`src/rtl/cond_fetch_sequencer.sv`:
```
// cond_fetch_sequencer: ARM-style fetch/decode/condition sequencer with saturating skip counter.
// Define MFC_TIMEOUT_EN to add the MEMW timeout path into the sticky ERR state.
module cond_fetch_sequencer #(
    parameter int DATA_W   = 32,
    parameter int WAIT_MAX = 15,
    parameter int SKIP_W   = 8,
    parameter int NV_EXEC  = 0
) (
    input  logic              clk,
    input  logic              clr,
    input  logic [DATA_W-1:0] instruction,
    input  logic [DATA_W-1:0] status_reg,
    input  logic              mfc,
    input  logic              exec_done,
    output logic              reg_clr,
    output logic              mar_en,
    output logic              ir_en,
    output logic              mem_en,
    output logic              mem_rw,
    output logic              pc_inc,
    output logic              exec_start,
    output logic              cond_pass,
    output logic [SKIP_W-1:0] skip_cnt,
    output logic              fetch_err
);
    typedef enum logic [2:0] {RST, FETCH, MEMW, DECODE, EXEC, EXWAIT, ERR} state_t;
    state_t state, next;
    logic n, z, c, v, pass;
    logic [3:0] cond;
    logic [15:0] tbl;
    logic unused_bits;
    assign {n, z, c, v} = status_reg[DATA_W-1 -: 4];
    assign cond = instruction[DATA_W-1 -: 4];
    assign unused_bits = ^{instruction[DATA_W-5:0], status_reg[DATA_W-5:0]};
    // one pass bit per condition code, indexed by cond (bit 0 = EQ ... bit 15 = NV)
    assign tbl = {NV_EXEC != 0, 1'b1, z | (n != v), !z & (n == v), n != v, n == v,
                  !c | z, c & !z, !v, v, !n, n, !c, c, !z, z};
    assign pass = tbl[cond];
`ifdef MFC_TIMEOUT_EN
    localparam int WW = $clog2(WAIT_MAX + 1);
    logic [WW-1:0] wcnt;
    logic timeout;
    assign timeout = wcnt == WW'(WAIT_MAX - 1);
    always_ff @(posedge clk or negedge clr) begin
        if (!clr) begin
            wcnt      <= '0;
            fetch_err <= 1'b0;
        end else begin
            wcnt      <= state == FETCH ? '0 : (state == MEMW && !mfc) ? wcnt + 1'b1 : wcnt;
            fetch_err <= fetch_err | (state == MEMW && next == ERR);
        end
    end
`else
    logic timeout;
    assign timeout   = 1'b0;
    assign fetch_err = 1'b0;
`endif
    always_ff @(posedge clk or negedge clr) begin
        if (!clr) state <= RST;
        else      state <= next;
    end
    always_comb begin
        next = RST;
        case (state)
            RST:    next = FETCH;
            FETCH:  next = MEMW;
            MEMW:   next = mfc ? DECODE : timeout ? ERR : MEMW;
            DECODE: next = pass ? EXEC : FETCH;
            EXEC:   next = exec_done ? FETCH : EXWAIT;
            EXWAIT: next = exec_done ? FETCH : EXWAIT;
            ERR:    next = ERR;
            default: next = RST;
        endcase
    end
    always_comb begin
        reg_clr    = state == RST;
        mar_en     = state == FETCH;
        mem_en     = state == MEMW;
        mem_rw     = state == MEMW;
        ir_en      = state == MEMW;
        pc_inc     = state == DECODE;
        exec_start = state == EXEC;
    end
    always_ff @(posedge clk or negedge clr) begin
        if (!clr) begin
            cond_pass <= 1'b0;
            skip_cnt  <= '0;
        end else if (state == DECODE) begin
            cond_pass <= pass;
            if (!pass && skip_cnt != '1) skip_cnt <= skip_cnt + 1'b1;
        end
    end
endmodule
```
`config.mk`:
```
export PLATFORM = sky130hd
export DESIGN_NAME = cond_fetch_sequencer
export DESIGN_NICKNAME = d
export VERILOG_FILES = /design/src/rtl/cond_fetch_sequencer.sv
export SDC_FILE = /design/constraint.sdc
export NUM_CORES = 1
export LEC_CHECK = 0
export CAP_MARGIN = 30
export CORE_MARGIN = 3
export CORE_UTILIZATION = 28
export DETAILED_ROUTE_END_ITERATION = 8
export PLACE_DENSITY = 0.81
export SYNTH_ARGS = -nofsm -noshare
export SYNTH_HDL_FRONTEND = slang
export SYNTH_SLANG_ARGS = --single-unit
export TNS_END_PERCENT = 5
```
`constraint.sdc`:
```
create_clock -name clk -period 2 [get_ports clk]
set_input_delay 0.4 -clock clk [delete_from_list [all_inputs] [get_ports clk]]
set_output_delay 0.4 -clock clk [all_outputs]
set_load 0.005 [all_outputs]
```
* After elaboration in Yosys (flattened, before gate mapping)
Index checks and enable logic that the tools add are counted.
Word-level totals: flip-flop bits (word level) 12
Cells by class: equality and inequality tests 9, bitwise operators 4, magnitude comparators 1, mux-type cells 6, add/sub/neg operators 1, reductions and logical operators 9
Operators by type and width (number):
- one-hot mux 3 bit (6 select lines) | 1
- == test 3 bit, second input constant | 3
- adder 8 x 1 -> 8 bit, second input constant | 1
- inequality test 8 bit, second input constant | 1
- == test 3 x 2 -> 1 bit, second input constant | 2
- 2-to-1 mux 3 bit | 2
- logical NOT 1 bit | 5
- less-than comparator 4 x 5 -> 1 bit, second input constant | 1
- binary-select mux 1 bit (select 4 bit) | 1
- == test 3 x 1 -> 1 bit, second input constant | 1
- logical NOT 3 bit | 1
- bitwise AND 1 bit | 2
- 2-to-1 mux 1 bit | 2
- OR 1 bit | 2
- AND reduction 2 bit | 1
- OR reduction 2 bit | 1
- == test 1 bit | 1
- logical AND 1 bit | 1
- inequality test 1 bit | 1

* Longest topological paths before layout
Gate-level depths: netlist of run 1.
word-level depth 7, mapped depth 6, mapped depth without buffers 6

* Worst setup path before layout of run 1
Ideal clock, no wire load.
kind input port to flip-flop, start input status_reg[31], end register skip_cnt[1], arrival 1.940 ns, required time 1.875 ns, path buffers 1, stages 6, setup time 0.125 ns, path slack -0.065 ns, cells stage by stage or3b_1 -> a31o_1 -> and4_4 -> buf_6 -> or3_4 -> mux2_4
On the way: word-level cells in the longest chain between the ends 7, elaborated cells between the ends (all ways) 10
Ends and longest elaborated chain:
- from (decl) | line 12 | input logic [DATA_W-1:0] status_reg,
- == test 1 bit / inequality test 1 bit (equally long branches) | line 36 | assign tbl = {NV_EXEC != 0, 1'b1, z | (n != v), !z & (n == v), n != v, n == v,
- bitwise AND 1 bit / OR 1 bit (equally long branches) | line 36
- binary-select mux 1 bit (select 4 bit) (*) | line 38 | assign pass = tbl[cond];
- 2-to-1 mux 1 bit (not written as such) (*) | line 38
- logical NOT 1 bit (*) | line 90 | if (!pass && skip_cnt != '1) skip_cnt <= skip_cnt + 1'b1;
- logical AND 1 bit (*) | line 90
- AND reduction 2 bit (no line) (*)
- to (signal assigned) | line 90
- to (decl) | line 23 | output logic [SKIP_W-1:0] skip_cnt,
Every way passes the cells marked *; elsewhere a longest branch is shown, timed or not. The select of a mux whose other input is x is not followed. A chain may end at the register's enable or synchronous reset.

* Final worst setup path of run 1
start input status_reg[29], end register skip_cnt[1]
On the way: word-level cells in the longest chain between the ends 7, elaborated cells between the ends (all ways) 8
Ends and longest elaborated chain:
- logical NOT 1 bit | line 37 | !c | z, c & !z, !v, v, !n, n, !c, c, !z, z};
- OR 1 bit | line 37
- binary-select mux 1 bit (select 4 bit) (*) | line 38
- 2-to-1 mux 1 bit (not written as such) (*) | line 38
- logical NOT 1 bit (*) | line 90
- logical AND 1 bit (*) | line 90
- AND reduction 2 bit (no line) (*)
Marked as above.

==> flow_metrics.py, run 1 <==
metrics = {
    "outcome": {
        "outcome": "finished with violations",
        "violations": "negative setup slack",
    },
    "route": {
        "wl_per_cell_um": 12.35,
        "ant_nets": 0,
        "first_pass_iters": 4,
        "drc": 0,
        "drt_iter0_drc": 21,
        "drt_wl_total_um": 1815,
        "viasPerCell": 4.918,
        "vias": 723,
    },
    "critical_path": {
        "endpoint_kind": "register",
        "cp_slowest_cell": "clkdlybuf4s50_1",
        "crit_start": "status_reg[29]",
        "arrival_ns": 2.19,
        "cp_cell_sequence": "clkdlybuf4s50_1 -> nor4b_1 -> nor3_1 -> and4_4 -> or3_4 -> mux2_4",
        "crit_buf_inv": 1,
        "cp_slowest_stage_delay_ns": 0.42,
        "r2r-end": "skip_cnt[1]$_DFFE_PN0P_",
        "crit_fanout": 5,
        "required_ns": 2.16,
        "critical_path.startpoint_type": "input port",
        "critPathKind": "in2reg",
        "r2r-start": "skip_cnt[1]$_DFFE_PN0P_",
        "cp_top_family": "simple AND/OR/NAND/NOR gates",
        "ff2ff_path_depth": 6,
        "r2r_setup_slack_ns": 0.16,
    },
    "die": {
        "coreArea_mm2": 0.002545,
        "die_x_um": 58.64,
        "ios": 85,
        "die_h_um": 58.64,
        "rows": 18,
        "dieArea_mm2": 0.003438,
        "start_util": 0.3048,
    },
    "synthesis": {
        "synth.yosys.seq_area_share": 0.3871,
        "ys_async_sr_fraction": 1.000,
        "yosys_warnings": 0,
        "synth_edf_count": 0,
        "synthCells": 81,
        "synth_cell_types": 35,
        "synth_area_um2": 775.7,
        "syn_avg_cell_area_um2": 9.577,
        "synth_nets": 150,
        "ys.flop_type": "dfrtp_1",
        "ys_seq_elements": 12,
    },
    "clock_network": {
        "clk-insertion-delay-late_ns": 0.27,
        "clkTransAtPathRegs_ns": 0.07,
        "htree_levels": 1,
        "cts_root_buffer": "clkbuf_4",
        "cts_tree": "built",
        "numCtsBuffers": 3,
        "clockBufferDepth": 2,
        "cts_num_sinks": 12,
    },
    "timing": {
        "period_minus_slack_ns": 2.029,
        "rsz0062_at_grt": "yes",
        "finalCritPeriodShare": 1.015,
        "setup_viol": 2,
        "fin_worst_skew_ns": 0.004479,
        "finalHoldViolations": 0,
        "slew_headroom": 0.6366,
        "hold_slack_ns": 0.4823,
        "tns_ns": -0.04562,
        "max_freq_mhz": 492.8,
        "finalWorstSetupSlack_ns": -0.02926,
        "tightest_slew_ns": 0.5434,
        "slew_viol_final": 0,
    },
    "cells_and_area": {
        "final_nets": 188,
        "diodes": 0,
        "synthToLayoutAreaGrowth_pct": 51.77,
        "n_fill_cell": 264,
        "layout-drive-gt1-share": 0.2393,
    },
    "hold_path": {
        "hold_path_class": "in2async",
    },
    "global_routing": {
        "antenna_found_initial": 0,
        "grt-ovfl-total": 0,
        "grt_pass1_vias": 743,
        "grt_pass1_wl_um": 3098,
        "grtUsageTotal": 0.1173,
        "grt_max_degree": 13,
    },
    "power_and_ir_drop": {
        "p_per_area_mw_per_mm2": 1169,
        "max-vdd-ir-drop_mv": 0.5335,
        "power_mw": 1.376,
        "p_leak_nw": 0.5544,
    },
    "job": {
        "maxCapViolations": 0,
    },
    "placed_design": {
        "io_buffers": 27,
        "gp_congestion": 0.7703,
        "place.detailed.hpwl_um": 1390,
    },
}
## power breakdown
| part | total [mW] | switching (mW) | internal, mW | leakage [nW] |
|---|---|---|---|---|
| registers | 0.438 | 0.0926 | 0.346 | 0.149 |
| logic | 0.795 | 0.315 | 0.479 | 0.392 |
| clock network | 0.143 | 0.0735 | 0.0696 | 0.0138 |
## state kept, by name (all words and copies together) (netlist names)
name,flops
skip_cnt,8
state,3
cond_pass,1
## synthesized netlist by cell type (2+ instances only)
| cell | count | share of area |
|---|---|---|
| o21ai_0 | 5 | 0.032 |
| dfrtp_1 | 12 | 0.39 |
| nor3_1 | 4 | 0.026 |
| nor2_1 | 7 | 0.034 |
| mux2_2 | 2 | 0.029 |
| nand2b_1 | 2 | 0.016 |
| nand3_1 | 3 | 0.019 |
| inv_1 | 3 | 0.015 |
| buf_4 | 3 | 0.029 |
| nand2_1 | 8 | 0.039 |
| nor4b_1 | 4 | 0.045 |
| xor2_1 | 4 | 0.045 |
| nor2b_1 | 2 | 0.016 |
## through the flow
| step | setup WS, ns | util | cell area [um2] | instances |
|---|---|---|---|---|
| after global placement | -0.4405 | 0.4302 | 1095 | 140 |
| after floorplan | -0.01497 | - | 775.7 | 81 |
| after CTS | -0.02764 | 0.4602 | 1171 | 147 |
| after global routing | -0.04536 | 0.4626 | 1177 | 147 |
| after detailed placement | -0.5070 | 0.4302 | 1095 | 140 |
| final | -0.02926 | 0.4626 | 1177 | 147 |
## layout make-up
class / instances / area, um2 / share of cell area
well taps: 30 / 37.54 / 0.03188
clock buffers: 3 / 22.52 / 0.01913
flip-flops and latches: 12 / 300.3 / 0.2550
inverters: 3 / 11.26 / 0.009564
repair buffers: 37 / 354.1 / 0.3007
multi-input cells: 62 / 451.7 / 0.3836
## placed cells by master (no fill, tap or decap), types with 2 or more instances in the layout
cell type / n
clkdlybuf4s50_1: 17
dfrtp_1: 12
buf_4: 9
nand2_1: 8
nor2_1: 6
o21ai_0: 5
dlygate4sd2_1: 5
xor2_1: 4
nor4b_1: 4
nand3_1: 3
clkbuf_4: 3
dlymetal6s2s_1: 3
inv_1: 2
nor3_1: 2
nand2b_1: 2
nor2b_1: 2
mux2_2: 2
## worst max-delay path by stage
stage	slack [ns]	cells past startpoint	to
4_1_cts	-0.03	7	skip_cnt[1]$_DFFE_PN0P_
2_1_floorplan	-0.01	6	skip_cnt[1]$_DFFE_PN0P_
3_5_place_dp	-0.51	6	skip_cnt[1]$_DFFE_PN0P_
3_3_place_gp	-0.44	6	skip_cnt[1]$_DFFE_PN0P_
5_1_grt	-0.05	5	mar_en
6_report	-0.03	6	skip_cnt[1]$_DFFE_PN0P_
## routing by layer
metal / GRT usage / part of all wire / vias up
met5: 0 / 0 / -
met4: 0.04854 / 0.0055 / 0
met3: 0.02632 / 0.083 / 2
met2: 0.2041 / 0.52 / 24
met1: 0.1386 / 0.39 / 336
li1: - / - / 361
## repair_timing
item,4_1_cts,5_1_grt
hold buffers,0,0
buffers inserted,4,0
resized for setup,13,6
pin swaps,7,2
endpoints found under the setup margin,13,13
## cell families (layout without fill, tap and decap cells)
family,after synthesis,in the layout,share of synthesized area
AND/OR/NAND/NOR,41,41,0.3145
flip-flops,12,12,0.3871
AO/OA/AOI/OAI,10,10,0.09355
buffers and inverters,7,43,0.05806
XOR/XNOR,6,6,0.07742
multiplexers,3,3,0.04838
adder cells (fa/ha/maj),1,1,0.01613
other,1,1,0.004834
Note: power is estimated with default switching activity, not from simulation.
==> run 2, diff against run 1 <==
- CORE_MARGIN: 3 -> default
==> flow_metrics.py, run 2 (synthesis results as in run 1) <==
metrics = {
    "timing": {
        "max_freq_mhz": 502.8,
        "finalCritPeriodShare": 0.9944,
        "setup_viol": 0,
        "finalHoldViolations": 0,
        "tightest_slew_ns": 0.5109,
        "slew_headroom": 0.6583,
        "rsz0062_at_grt": "yes",
        "period_minus_slack_ns": 1.989,
        "tns_ns": 0,
        "fin_worst_skew_ns": 0.0004564,
        "slew_viol_final": 0,
    },
    "die": {
        "coreArea_mm2": 0.002545,
        "ios": 85,
        "start_util": 0.3048,
        "die_x_um": 54.64,
        "die_h_um": 54.64,
        "rows": 18,
        "dieArea_mm2": 0.002985,
    },
    "cells_and_area": {
        "synthToLayoutAreaGrowth_pct": 50.16,
        "layout_common_cells": "16 x clkdlybuf4s50_1, 12 x dfrtp_1, 11 x buf_4",
        "largest_reg_flops": 8,
        "top_register": "skip_cnt",
        "diodes": 0,
        "layout-drive-gt1-share": 0.2458,
        "reg_top3": "skip_cnt (8), state (3), cond_pass (1)",
        "stdcell_count": 148,
        "layout_commonest_cell": "clkdlybuf4s50_1",
        "final_nets": 189,
    },
    "global_routing": {
        "grtUsageTotal": 0.1306,
        "grt_pass1_vias": 706,
        "grt_pass1_wl_um": 2801,
        "antenna_found_initial": 0,
        "grt_max_degree": 13,
        "grt.busiest_layer": "met2",
        "met3_usage": 0.03056,
        "grt-ovfl-total": 0,
        "met2_usage": 0.2450,
        "grt_util_met1": 0.1339,
    },
    "route": {
        "drt_iter0_drc": 14,
        "viasPerCell": 5.014,
        "ant_nets": 0,
        "first_pass_iters": 4,
        "wl_per_cell_um": 12.03,
        "vias": 742,
        "drt_wl_total_um": 1780,
        "drc": 0,
    },
    "power_and_ir_drop": {
        "p_clk_frac": 0.102,
        "p_per_area_mw_per_mm2": 1164,
        "pwr-share-comb": 0.573,
        "p_leak_nw": 0.5369,
        "intPower_mw": 0.8772,
        "p_seq_frac": 0.324,
        "max-vdd-ir-drop_mv": 0.6434,
        "switching_power_mw": 0.4791,
        "switching_share": 0.3532,
    },
    "clock_network": {
        "cts_tree": "built",
        "cts_num_sinks": 12,
        "cts_root_buffer": "clkbuf_4",
        "clk-insertion-delay-late_ns": 0.26,
        "htree_levels": 1,
        "clockBufferDepth": 2,
        "numCtsBuffers": 3,
        "clkTransAtPathRegs_ns": 0.06,
        "holdBufCountCts": 0,
    },
    "critical_path": {
        "endpoint_kind": "register",
        "crit_fanout": 7,
        "r2r-end": "skip_cnt[1]$_DFFE_PN0P_",
        "critPathKind": "in2reg",
        "arrival_ns": 2.14,
        "critical_path.startpoint_type": "input port",
        "r2r-start": "skip_cnt[1]$_DFFE_PN0P_",
        "required_ns": 2.15,
        "ff2ff_path_depth": 6,
        "r2r_setup_slack_ns": 0.12,
    },
    "placed_design": {
        "io_buffers": 27,
        "place_inst": 140,
        "gp_congestion": 0.7352,
        "place.detailed.hpwl_um": 1302,
    },
    "outcome": {
        "outcome": "finished clean",
    },
    "hold_path": {
        "hold_path_class": "in2async",
    },
    "job": {
        "maxCapViolations": 0,
    },
}
-- run 2: worst max path at each step --
| stage | endpoint | depth (start not counted) | startpoint |
|---|---|---|---|
| 2_1_floorplan | skip_cnt[1]$_DFFE_PN0P_ | 6 | status_reg[30] |
| 4_1_cts | skip_cnt[1]$_DFFE_PN0P_ | 6 | status_reg[31] |
| 5_1_grt | skip_cnt[7]$_DFFE_PN0P_ | 7 | instruction[31] |
| 6_report | skip_cnt[1]$_DFFE_PN0P_ | 6 | instruction[31] |
| 3_3_place_gp | skip_cnt[1]$_DFFE_PN0P_ | 6 | instruction[30] |
| 3_5_place_dp | skip_cnt[1]$_DFFE_PN0P_ | 6 | instruction[30] |
-- run 2: timing repair --
action                     4_1_cts  5_1_grt
pin swaps                        6        2
setup endpoints to repair       13       12
gates resized for setup         16        2
setup buffers                    5        0
cloned                           0        0
-- run 2: stage by stage --
stage	power, mW	instance area [um2]	utilization	hold slack [ns]	setup slack (ns)
final	1.356	1165	0.4577	0.4762	0.01113
after global routing	1.460	1165	0.4577	0.5274	-0.07996
after CTS	1.362	1157	0.4548	0.4938	0.01901
after detailed placement	1.205	1095	0.4302	0.4928	-0.5000
after global placement	1.179	1095	0.4302	0.4767	-0.4492
after floorplan	0.8092	775.7	-	0.1044	-0.01497
-- run 2: final cells by class --
| class | instances | area [um2] |
|---|---|---|
| flip-flops and latches | 12 | 300.3 |
| well taps | 30 | 37.54 |
| inverters | 3 | 11.26 |
| multi-input cells | 62 | 447.9 |
| clock buffers | 3 | 22.52 |
| repair buffers | 38 | 345.3 |
| fillers | 249 | 1380 |
-- run 2: power groups by stage --
stage	Clock [mW]	Combinational, mW	Sequential (mW)
5_1_grt	0.154	0.851	0.456
2_1_floorplan	0	0.341	0.468
3_3_place_gp	0	0.732	0.448
3_5_place_dp	0	0.751	0.454
4_1_cts	0.142	0.779	0.441
6_report	0.139	0.778	0.440
-- run 2: metal layers --
layer  wire (um)  share of wire
met5           0              0
met2         918           0.52
met3         131          0.074
met4          19          0.011
met1         711           0.40
-- run 2: critical path, stage by stage --
cell	delay [ns]
clkdlybuf4s15_1	0.25
or3b_1	0.38
a31o_1	0.23
and4_4	0.21
or3_4	0.38
mux2_4	0.30
